## config.mk

```make
export PLATFORM = sky130hd
export DESIGN_NAME = peripheral_responder_flat
export DESIGN_NICKNAME = d
export VERILOG_FILES = /design/src/rtl/peripheral_bus_if.sv /design/src/rtl/peripheral_responder.sv /design/src/flat_wrapper.sv
export SDC_FILE = /design/constraint.sdc
export NUM_CORES = 1
export LEC_CHECK = 0
export ABC_AREA = 1
export CAP_MARGIN = 20
export CELL_PAD_IN_SITES_DETAIL_PLACEMENT = 1
export CELL_PAD_IN_SITES_GLOBAL_PLACEMENT = 2
export CORE_ASPECT_RATIO = 1.5
export CORE_MARGIN = 2
export CORE_UTILIZATION = 26
export CTS_CLUSTER_SIZE = 8
export DETAILED_ROUTE_END_ITERATION = 10
export PLACE_DENSITY = 0.82
export SLEW_MARGIN = 20
export SYNTH_ARGS = -nofsm -noshare
export SYNTH_HDL_FRONTEND = slang
export SYNTH_SLANG_ARGS = --single-unit
```

## constraint.sdc

```tcl
create_clock -name clk -period 1.62 [get_ports clk]
set_input_delay 0.324 -clock clk [delete_from_list [all_inputs] [get_ports clk]]
set_output_delay 0.324 -clock clk [all_outputs]
set_load 0.01 [all_outputs]
```

## src/rtl/peripheral_bus_if.sv

```systemverilog
// CPU MEM-stage peripheral bus: access request from the CPU, read data and interrupt back from the slave.
interface peripheral_bus_if;
    logic        rd;
    logic        wr;
    logic [31:0] addr;
    logic [31:0] wdata;
    logic [31:0] rdata;
    logic        irq;

    modport master (
        output rd,
        output wr,
        output addr,
        output wdata,
        input  rdata,
        input  irq
    );

    modport slave (
        input  rd,
        input  wr,
        input  addr,
        input  wdata,
        output rdata,
        output irq
    );
endinterface

```

## src/rtl/peripheral_responder.sv

```systemverilog
// Peripheral slave for the addr[30] region: reload timer with overflow IRQ, LED/7-seg registers,
// switch readback and a free-running systick, with same-cycle combinational read data.
module peripheral_responder #(
    parameter int unsigned LED_W  = 8,
    parameter int unsigned SW_W   = 8,
    parameter int unsigned DIGI_W = 12
) (
    input  logic              clk,
    input  logic              reset,
    peripheral_bus_if.slave   bus,
    output logic [LED_W-1:0]  led,
    input  logic [SW_W-1:0]   switch,
    output logic [DIGI_W-1:0] digi
);

    localparam int unsigned DATA_W  = 32;
    localparam int unsigned TCON_W  = 3;
    localparam int unsigned TCON_EN = 0;
    localparam int unsigned TCON_IE = 1;
    localparam int unsigned TCON_IS = 2;

    typedef enum logic [2:0] {
        REG_TH      = 3'd0,
        REG_TL      = 3'd1,
        REG_TCON    = 3'd2,
        REG_LED     = 3'd3,
        REG_SWITCH  = 3'd4,
        REG_DIGI    = 3'd5,
        REG_SYSTICK = 3'd6,
        REG_NONE    = 3'd7
    } regSel_e;

    logic              inRegion;
    regSel_e           regSel;
    logic              wrEn;
    logic              wrTh;
    logic              wrTl;
    logic              wrTcon;
    logic              wrLed;
    logic              wrDigi;
    logic              unusedAddrBits;

    logic [DATA_W-1:0] th;
    logic [DATA_W-1:0] tl;
    logic [TCON_W-1:0] tcon;
    logic [DATA_W-1:0] systick;

    logic [DATA_W-1:0] thNext;
    logic [DATA_W-1:0] tlNext;
    logic [TCON_W-1:0] tconNext;
    logic [LED_W-1:0]  ledNext;
    logic [DIGI_W-1:0] digiNext;
    logic              overflow;

    // Address decode: only word index bits and the region bit matter
    assign inRegion       = bus.addr[30];
    assign regSel         = regSel_e'(bus.addr[4:2]);
    assign unusedAddrBits = ^{bus.addr[31], bus.addr[29:5], bus.addr[1:0]};

    assign wrEn   = bus.wr & inRegion;
    assign wrTh   = wrEn && (regSel == REG_TH);
    assign wrTl   = wrEn && (regSel == REG_TL);
    assign wrTcon = wrEn && (regSel == REG_TCON);
    assign wrLed  = wrEn && (regSel == REG_LED);
    assign wrDigi = wrEn && (regSel == REG_DIGI);

    // Timer advance/reload, then CPU writes override whatever the timer produced
    always_comb begin
        thNext   = th;
        tlNext   = tl;
        tconNext = tcon;
        ledNext  = led;
        digiNext = digi;
        overflow = 1'b0;

        if (tcon[TCON_EN]) begin
            if (tl == '1) begin
                tlNext   = th;
                overflow = tcon[TCON_IE] && !wrTl;
            end else begin
                tlNext = tl + DATA_W'(1);
            end
        end

        if (overflow) begin
            tconNext[TCON_IS] = 1'b1;
        end

        if (wrTh) begin
            thNext = bus.wdata;
        end
        if (wrTl) begin
            tlNext = bus.wdata;
        end
        if (wrTcon) begin
            tconNext = bus.wdata[TCON_W-1:0];
        end
        if (wrLed) begin
            ledNext = bus.wdata[LED_W-1:0];
        end
        if (wrDigi) begin
            digiNext = bus.wdata[DIGI_W-1:0];
        end
    end

    always_ff @(posedge clk) begin
        if (!reset) begin
            th      <= '0;
            tl      <= '0;
            tcon    <= '0;
            led     <= '0;
            digi    <= '0;
            systick <= '0;
        end else begin
            th      <= thNext;
            tl      <= tlNext;
            tcon    <= tconNext;
            led     <= ledNext;
            digi    <= digiNext;
            systick <= systick + DATA_W'(1);
        end
    end

    // Read mux shows pre-write register state; MemRead is not region-qualified upstream
    always_comb begin
        bus.rdata = '0;
        if (bus.rd && inRegion) begin
            case (regSel)
                REG_TH:      bus.rdata = th;
                REG_TL:      bus.rdata = tl;
                REG_TCON:    bus.rdata = DATA_W'(tcon);
                REG_LED:     bus.rdata = DATA_W'(led);
                REG_SWITCH:  bus.rdata = DATA_W'(switch);
                REG_DIGI:    bus.rdata = DATA_W'(digi);
                REG_SYSTICK: bus.rdata = systick;
                default:     bus.rdata = '0;
            endcase
        end
    end

    assign bus.irq = tcon[TCON_IE] & tcon[TCON_IS];

endmodule
```

## src/flat_wrapper.sv

```systemverilog
// flat-port wrapper written by rule: the top's interface ports become plain ports
module peripheral_responder_flat 
#(
    parameter int unsigned LED_W  = 8,
    parameter int unsigned SW_W   = 8,
    parameter int unsigned DIGI_W = 12
)
  (clk, reset, led, switch, digi, bus_rd, bus_wr, bus_addr, bus_wdata, bus_rdata, bus_irq);
  peripheral_bus_if bus_i ();
  input  logic clk;
  input  logic reset;
  output logic [LED_W-1:0] led;
  input  logic [SW_W-1:0] switch;
  output logic [DIGI_W-1:0] digi;
  input wire logic [$bits(bus_i.rd)-1:0] bus_rd;
  input wire logic [$bits(bus_i.wr)-1:0] bus_wr;
  input wire logic [$bits(bus_i.addr)-1:0] bus_addr;
  input wire logic [$bits(bus_i.wdata)-1:0] bus_wdata;
  output wire logic [$bits(bus_i.rdata)-1:0] bus_rdata;
  output wire logic [$bits(bus_i.irq)-1:0] bus_irq;
  assign bus_i.rd = bus_rd;
  assign bus_i.wr = bus_wr;
  assign bus_i.addr = bus_addr;
  assign bus_i.wdata = bus_wdata;
  assign bus_rdata = bus_i.rdata;
  assign bus_irq = bus_i.irq;
  peripheral_responder #(.LED_W(LED_W), .SW_W(SW_W), .DIGI_W(DIGI_W)) u_core (.clk(clk), .reset(reset), .bus(bus_i), .led(led), .switch(switch), .digi(digi));
endmodule
```

Yosys cells after proc, flatten, opt, wreduce, memory -nomap -nowiden
Index checks and enable logic that the tools add are counted.
{"block": "totals", "reg_bits": 119, "inputBits": 76, "out_inout_bits": 53, "wordCells": 38}
{"block": "op_classes", "addsub": 2, "n_eq_ne": 7, "n_mux": 9, "n_bitwise": 2, "n_reduce_logical": 11}
{"op": "case mux 32 bit (7 select lines)", "n": 1}
{"op": "two-way mux 32 bit", "n": 4}
{"op": "adder 32 x 1 -> 32 bit, second input constant", "n": 2}
{"op": "== test 32 bit, second input constant", "n": 1}
{"op": "== test 3 bit, second input constant", "n": 3}
{"op": "logical AND 1 bit", "n": 7}
{"op": "== test 3 x 2 -> 1 bit, second input constant", "n": 2}
{"op": "nonzero test 2 bit", "n": 2}
{"op": "== test 3 x 1 -> 1 bit, second input constant", "n": 1}
{"op": "logical NOT 3 bit", "n": 1}
{"op": "two-way mux 1 bit", "n": 3}
{"op": "two-way mux 3 bit", "n": 1}
{"op": "AND 1 bit", "n": 2}
{"op": "logical NOT 1 bit", "n": 1}

Logic depth before layout (Yosys ltp)
Gate-level depths: netlist (run 1).
{"block": "logic_depth", "depth_word": 8, "mapped_depth": 12}

Worst setup path after synthesis (run 1)
OpenSTA, ideal clock, no wires.
{"block": "synth_path", "kind": "input -> output", "from": "input bus_addr[2]", "to": "output bus_rdata[2]", "arrival_time_ps": 1354, "required_time_ps": 1296, "slack_ps": -58, "cell_stages": 6, "cell_sequence": "inv_1 > nor3_4 > buf_4 > buf_2 > a221oi_1 > a21oi_1"}
{"block": "synth_via", "elab_chain_len": 3, "elab_cells_between_ends": 9}
{"item": "start: declaration", "line_no": "flat_wrapper.sv:17", "rtl": "input wire logic [$bits(bus_i.addr)-1:0] bus_addr;"}
{"item": "== test 3 bit, or another cell as far along", "line_no": "peripheral_responder.sv:128", "rtl": "case (regSel)"}
{"item": "case mux 32 bit (7 select lines) (*)", "line_no": "peripheral_responder.sv:128"}
{"item": "two-way mux 32 bit (*)", "line_no": "peripheral_responder.sv:127", "rtl": "if (bus.rd && inRegion) begin"}
{"item": "end: declaration", "line_no": "flat_wrapper.sv:19", "rtl": "output wire logic [$bits(bus_i.rdata)-1:0] bus_rdata;"}
Mark *: on every way between the ends. The rest lies on a longest branch, timed or not.

Final worst setup path (run 1)
{"block": "layout_path", "from": "input bus_addr[4]", "to": "output bus_rdata[7]"}
The elaborated chain is that of the path after synthesis.

==> out/summary.md, run 1 <==
For the setup skew after layout, the log shows 8.745 ps. The logs give 1564 for the final net count and 29090 µm² for the full die area. The area growth from synthesis to layout was 77.29%; the worst supply voltage drop on vdd was 692.0 µV. The headroom to the max-slew limit was 0.7491; the average wire per standard cell was 23.08 µm. The core region is 27220 µm². The run gives 119 as the clock net sink count. Dividing the detail-routed via count by the number of cells gives 5.427.

In this run the cell area measured after placement is 10210 µm². The class of the tightest hold or removal check is in -> reg. The die is 207.9 µm tall.

The setup violation total in the final timing report came out at 66. The count of flip-flops with a built-in enable after synthesis was 0. The total wirelength of the detailed-routed design was 42.50 mm. The logs give 0 for the count of final hold-check violations and 26.04 mm for the HPWL reported at the end of detailed placement.

The clock passes through at most 2 buffers. Yosys printed 0 warnings. The cell at the root of the clock tree was sky130_fd_sc_hd__clkbuf_16.

For the pre-CTS worst setup slack, the log shows -1110 ps. TritonCTS built the clock tree. STA classifies the critical path startpoint as a primary input.

The number of top-level pins came out at 129. Data arrives at the worst endpoint at 1560 ps. The latest clock arrival within the worst-skew pair is 440 ps. The tools report the count of H-tree levels built during CTS as 4. In the final timing run, aggregate negative setup slack is -9065 ps. For the footprint of the multi-input gates, the log shows 5275 µm². The library cell used most frequently in the layout, excluding fill and tap cells, is sky130_fd_sc_hd__buf_4.

The utilization of the core after routing came out at 0.4693. The detail route stage leaves a number of antenna-violating nets equal to 0. The largest area contributor in the netlist was sky130_fd_sc_hd__dfxtp_1. The tools report the final worst hold slack as 304.7 ps. The peak fanout along the critical path works out to 22. The library cells used most frequently in the layout, excluding fill and tap cells, are sky130_fd_sc_hd__buf_4, sky130_fd_sc_hd__nand2_1, sky130_fd_sc_hd__inv_1, sky130_fd_sc_hd__nor2_1, sky130_fd_sc_hd__o21ai_0. Detailed routing inserted a total of 9991 vias.

Fraction of layout instances using a drive strength above 1: 0.4243. Once placement completed, the tool counted placed cells totaling 1753. Buffers placed on the I/O ports in this run total 100.

After technology mapping, the gate count stands at 1133. The share of synthesized cell area in and, or, nand and nor gates came out at 0.3252. The number of core rows is 74, and the share of the clock period used by the worst path after layout is 1.161. Total power consumption of the routed design: 8.041 mW. The adder and majority cell fraction of the synthesized area was 0.003473. In this run, the number of DRC markers left after iteration 0 of detailed routing was 696. Excluding fillers, the count of instances in the completed layout stands at 1841. The area of all sequential standard cells is 2432 µm².

STA classifies the critical path endpoint as a primary output. Number of design rule violations left after detail routing: 0. The run gives 0 as the hold-fix buffer count after cts. For the pin with the worst max-slew slack, the measured transition is 375.1 ps. The die is 139.9 µm wide. Static timing analysis puts the maximum clock frequency at 531.8 MHz. Counting the buffers created by CTS gives 17. The logs give 56.79 mm for the global-route wire length before repair and 0 for the overflow left after global routing. Setup repair after global routing could not meet its margin everywhere. The number of antenna diodes in the final layout is 0.

The final reports fail on negative setup slack. The dominant combinational cell family by area after synthesis is simple AND/OR/NAND/NOR gates. The multiplexer share of the synthesized area is 0, and the final worst-path setup slack is -260.4 ps. The clock edge transition at the registers on the reported setup and hold paths was 60 ps.

The via count of the first global-routing pass came out at 10.09k. After synthesis the netlist holds a flip-flop and latch count of 119. The critical path is of the in -> out type.

The run gives 0.2520 as the total routing usage reported by global routing. The share of synthesized registers carrying an async set or reset works out to 0. Entering global routing, the biggest net connects 42 pins.

The run gives 0 as the number of max-slew violations in the final report. The number of max-capacitance violations reported is 0. For the number of antenna violations at the first check in global routing, the log shows 0.

The initial standard-cell utilization of the core was 0.2647; the post-synthesis cell type count was 44. The per-instance average area after synthesis is 6.360 µm². The flow ran to the end, but the final reports show violations. The sequential-to-total area share from yosys stat is 0.3306, and the total iterations of the first detailed-routing run is 5. After synthesis the cells add up to 7206 µm².

The total of fill cells in the finished design was 3340; the static leakage was 5.014 nW. The area share of the largest cell type after synthesis is 0.3306. The routability congestion estimate is 0.9199.

The power density of the placed cells was 629.5 nW/µm²; the complex-gate fraction of the synthesized area was 0.2091. Critical path data required time: 1300 ps. The shortest clock period the worst path allows after layout was 1880 ps.

For this run, the leading register cell type out of synthesis is sky130_fd_sc_hd__dfxtp_1. The number of nets in the synthesized netlist is 1211. By area the synthesized netlist is led by sky130_fd_sc_hd__dfxtp_1, sky130_fd_sc_hd__nand2_1, sky130_fd_sc_hd__nor2_1, sky130_fd_sc_hd__o21ai_0, sky130_fd_sc_hd__inv_1.

The post-synthesis share of cell area spent on xor and xnor gates works out to 0.01702. With fillers left out, the area of the finished cells amounts to 12770 µm².
cells by family (layout without fill, tap and decap cells):
kind of cell	after synthesis	in the layout
buffers and inverters	205	568
and+or+nand+nor	513	516
AOI/OAI and AO/OA	280	280
xor gates and xnor gates	14	14
adders and majority gates	2	2
DFF	119	119
power by group:
part | internal (mW) | leakage, nW | switching (mW) | total (mW)
clock | 2.42 | 0.284 | 1.59 | 4.01
combinational | 0.452 | 3.75 | 0.568 | 1.02
sequential | 2.97 | 0.976 | 0.0407 | 3.01
synth_stat cells, drive strengths merged (13+ instances only):
cell and count:
nand3 106, xor2 13, clkbuf 28, o22ai 30, nand2 190, nand4 18
buf 20, o21ai 126, nor3 23, a21oi 109, inv 156, dfxtp 119
nor2 169
flip-flops by register name, summed over array words and instances (netlist names):
signal,count
u_core.tcon,3
u_core.led,8
u_core.tl,32
u_core.digi,12
u_core.th,32
u_core.systick,32
path summary, 6_finish.rpt:
kind / end / cells after the start / start / slack (ps)
min: u_core.systick[1] / 3 / reset / 300
max: bus_rdata[7] / 7 / bus_addr[4] / -260
min reg2reg: u_core.systick[31] / 2 / u_core.systick[31] / 480
max reg2reg: u_core.tl[31] / 9 / u_core.tl[14] / -220
critical path, stage by stage:
cell and delay [ps]:
sky130_fd_sc_hd__buf_8 110, sky130_fd_sc_hd__nand3_1 180, sky130_fd_sc_hd__buf_6 310, sky130_fd_sc_hd__o21ai_0 180, sky130_fd_sc_hd__nor3_2 230, sky130_fd_sc_hd__nor2_1 70, sky130_fd_sc_hd__buf_2 140
area by class of cell:
cell class	count	share of cell area
clock buffers	21	0.03761
clock inverters	11	0.009500
inverters	157	0.04809
multi-input cells	812	0.4129
flip-flops and latches	119	0.1904
well taps	342	0.03350
repair buffers	379	0.2680
layer usage:
layer  track usage  wire length (µm)  up-vias
li1              -                 -     4440
met1        0.2751             15590     4876
met2        0.4638             21640      492
met3       0.02601              1921      183
met4        0.1517              3346        0
met5             0                 0        -
repair_timing:
| item | in CTS | in global routing |
|---|---|---|
| pin swaps | 65 | 76 |
| cloned | 9 | 5 |
| gates resized for setup | 383 | 181 |
| endpoints found under the setup margin | 107 | 84 |
| setup buffers | 25 | 18 |
Note: power is estimated with default switching activity, not from simulation.
==> run 2: changes to the inputs <==
Settings changed: SKIP_LAST_GASP from default to 1.
==> run 2 against run 1 <==
The flow still finishes with violations (negative setup slack). First-iteration DRC count is 5.7% higher. Clock skew is 1.3 ps higher. Clock power hardly changed. Worst setup slack worse by 18 ps.
==> out/summary.md, run 2 (synthesis gave the netlist of run 1 again) <==
Failing checks: negative setup slack (unchanged). The power density of the placed cells was 631.1 nW/µm² (was 629.5 nW/µm²). The tools report the initial DRC count as 736 (was 696).

The final net count is 1570 (was 1564), and the core outline area is 27220 µm² (unchanged). Setup repair after global routing could not meet its margin everywhere. The register-to-register setup slack came out at -280 ps (was -220 ps). Number of max-slew violations in the final report: 0 (unchanged). The run gives 5186 µm² (was 5275 µm²) as the footprint of the multi-input gates. The static leakage came out at 5.007 nW (was 5.014 nW).

The initial standard-cell utilization of the core is 0.2647 (unchanged), and the headroom to the max-slew limit is 0.7443 (was 0.7491). Share of the clock period used by the worst path after layout: 1.172 (was 1.161). The clock edge transition at the registers on the reported setup and hold paths was 60 ps (about the same). The logs give 56.52 mm (was 56.79 mm) for the global-route wire length before repair and 8.028 mW (was 8.041 mW) for the total power consumption of the routed design.

The number of top-level pins was 129 (unchanged). The tools report the utilization of the core after routing as 0.4673 (was 0.4693). The largest net degree at the start of global routing is 42 (unchanged).

The tools report the worst reg2reg path startpoint as u_core.tl[1] (was u_core.tl[14]). The clock net sink count came out at 119 (unchanged). The post-route standard cell area excluding fillers was 12720 µm² (was 12770 µm²); the post-place instance area was 10210 µm² (unchanged).

The data arrival time of the worst path came out at 2220 ps (was 1560 ps). The largest buffer count on any clock path is 2 (unchanged). The count of H-tree levels built during CTS was 4 (unchanged); the fraction of layout instances using a drive strength above 1 was 0.4173 (was 0.4243). The worst supply voltage drop on vdd came out at 843.6 µV (was 692.0 µV). The worst min-delay path endpoint is u_core.systick[23] (was u_core.systick[1]). The peak fanout along the critical path is 3 (was 22).

The slew at the pin closest to its max-slew limit is 382.4 ps (was 375.1 ps). The setup violation total in the final timing report is 66 (unchanged), and the achievable clock frequency is 526.7 MHz (was 531.8 MHz). The non-filler instance count after layout is 1847 (was 1841), and the worst hold path depth is 3 (unchanged). The tools report the number of antenna violations at the first check in global routing as 0 (unchanged). Most frequent cells in the layout: sky130_fd_sc_hd__buf_4, sky130_fd_sc_hd__nand2_1, sky130_fd_sc_hd__inv_1, sky130_fd_sc_hd__nor2_1, sky130_fd_sc_hd__o21ai_0 (unchanged). The class of the tightest hold or removal check is in -> reg (unchanged). The width of the die is 139.9 µm (unchanged). The element type at the critical path end is a flip-flop (was a primary output). The run gives 2435 µm² (was 2432 µm²) as the area of all sequential standard cells.

The final worst-path setup slack was -278.7 ps (was -260.4 ps). The shortest clock period the worst path allows after layout came out at 1899 ps (was 1880 ps). The sum of negative setup slack was -10140 ps (was -9065 ps).

Number of clock buffers inserted by TritonCTS: 17 (unchanged). The total routing usage reported by global routing is 0.2517 (was 0.2520), and the routed via count is 9950 (was 9991). Biggest regs: u_core.systick x32, u_core.th x32, u_core.tl x32 (unchanged). The critical path data required time was 1940 ps (was 1300 ps); the number of nets with antenna violations after routing was 0 (unchanged). Detailed-route vias per instance: 5.387 (was 5.427). The number of core rows is 74 (unchanged). TritonCTS built the clock tree. The run finished, with violations left.

The depth of the worst register-to-register path is 10 (was 9). Cell at the root of the clock tree: sky130_fd_sc_hd__clkbuf_16 (unchanged). Routability congestion estimate: 0.9199 (unchanged).

The startpoint of the tightest hold check path is reset (unchanged). The diode insertion count for antenna repair was 0 (unchanged); the number of max-capacitance violations reported was 0 (unchanged). Number of buffers inserted by port buffering: 100 (unchanged).

The area growth from synthesis to layout was 76.54% (was 77.29%); the full die area was 29090 µm² (unchanged). The logs give 3394 (was 3340) for the total of fill cells in the finished design and 0 (unchanged) for the overflow left after global routing. The most common library cell in the layout ignoring fill and taps is sky130_fd_sc_hd__buf_4 (unchanged). The run gives 440 ps (about the same) as the latest clock arrival within the worst-skew pair.

For the total wirelength of the detailed-routed design, the log shows 42.26 mm (was 42.50 mm). The run gives 5 (unchanged) as the total iterations of the first detailed-routing run. Number of design rule violations left after detail routing: 0 (unchanged).

The tools report the via count of the first global-routing pass as 10.04k (was 10.09k). The average wire per standard cell was 22.88 µm (was 23.08 µm); the HPWL reported at the end of detailed placement was 26.04 mm (unchanged). The reg-to-reg critical path endpoint is u_core.tl[6] (was u_core.tl[31]). The tools report the setup skew after layout as 9.996 ps (was 8.745 ps). The hold-fix buffer count after cts is 0 (unchanged). The tools report the type of element launching the critical path as a flip-flop (was a primary input). The die height is 207.9 µm (unchanged), and the count of final hold-check violations is 0 (unchanged). Category of the most critical setup path: reg -> reg (was in -> out).

The placed instance count came out at 1753 (unchanged).
-- run 2: cell count changes in the layout (fill, tap and decap cells not counted), moves of 4 or more --
| cell | delta |
|---|---|
| sky130_fd_sc_hd__buf_6 | +4 |
| sky130_fd_sc_hd__o21ai_2 | -7 |
| sky130_fd_sc_hd__nand3_1 | +4 |
| sky130_fd_sc_hd__buf_4 | +5 |
| sky130_fd_sc_hd__nand3_2 | -5 |
-- run 2: layout make-up --
type,count,share of cell area
Multi-Input combinational cell,812,0.4077
Timing Repair Buffer,385,0.2717
Sequential cell,119,0.1914
Inverter,157,0.04829
Clock buffer,21,0.03777
Tap cell,342,0.03364
Clock inverter,11,0.009541
-- run 2: through the flow --
step	setup WS, ps	hold slack, ps
after floorplan	-35.45	439.2
after global placement	-1095	448.2
after detailed placement	-1110	465.5
after CTS	-190.4	297.6
after global routing	-312.9	308.5
final	-278.7	317.6
-- run 2: critical path, stage by stage (launching register included) --
cell and delay (ps):
sky130_fd_sc_hd__dfxtp_4 370, sky130_fd_sc_hd__ha_4 150, sky130_fd_sc_hd__buf_4 110, sky130_fd_sc_hd__buf_4 120, sky130_fd_sc_hd__nand3_2 140, sky130_fd_sc_hd__nor2_1 220, sky130_fd_sc_hd__buf_4 190, sky130_fd_sc_hd__xor2_2 190
sky130_fd_sc_hd__o21ai_4 80, sky130_fd_sc_hd__a21oi_2 150, sky130_fd_sc_hd__nor2_1 60
-- run 2: worst max-delay path by stage --
stage	from	end	slack, ps	depth (start not counted)
after floorplan	bus_addr[2]	bus_rdata[2]	-40	6
after global placement	bus_addr[4]	bus_rdata[13]	-1090	8
after detailed placement	bus_addr[4]	bus_rdata[4]	-1110	8
after CTS	bus_addr[3]	bus_rdata[4]	-190	9
after global routing	bus_addr[2]	bus_rdata[6]	-310	10
final	u_core.tl[1]	u_core.tl[6]	-280	10
-- run 2: power by group --
part           total [mW]  internal, mW  switching [mW]
logic               0.995         0.441           0.554
registers            3.01          2.97          0.0398
clock network        4.02          2.42            1.60
-- run 2: what timing repair did --
action | 4_1_cts | 5_1_grt
pin swaps | 61 | 98
buffers inserted | 25 | 27
gates cloned | 9 | 3
setup endpoints to repair | 107 | 84
resized for setup | 366 | 178
-- run 2: per-layer routing --
| metal | up-vias | part of all wire | track usage |
|---|---|---|---|
| met3 | 201 | 0.047 | 0.03084 |
| li1 | 4453 | - | - |
| met1 | 4842 | 0.36 | 0.2758 |
| met5 | - | 0 | 0 |
| met2 | 454 | 0.51 | 0.4496 |
| met4 | 0 | 0.078 | 0.1697 |
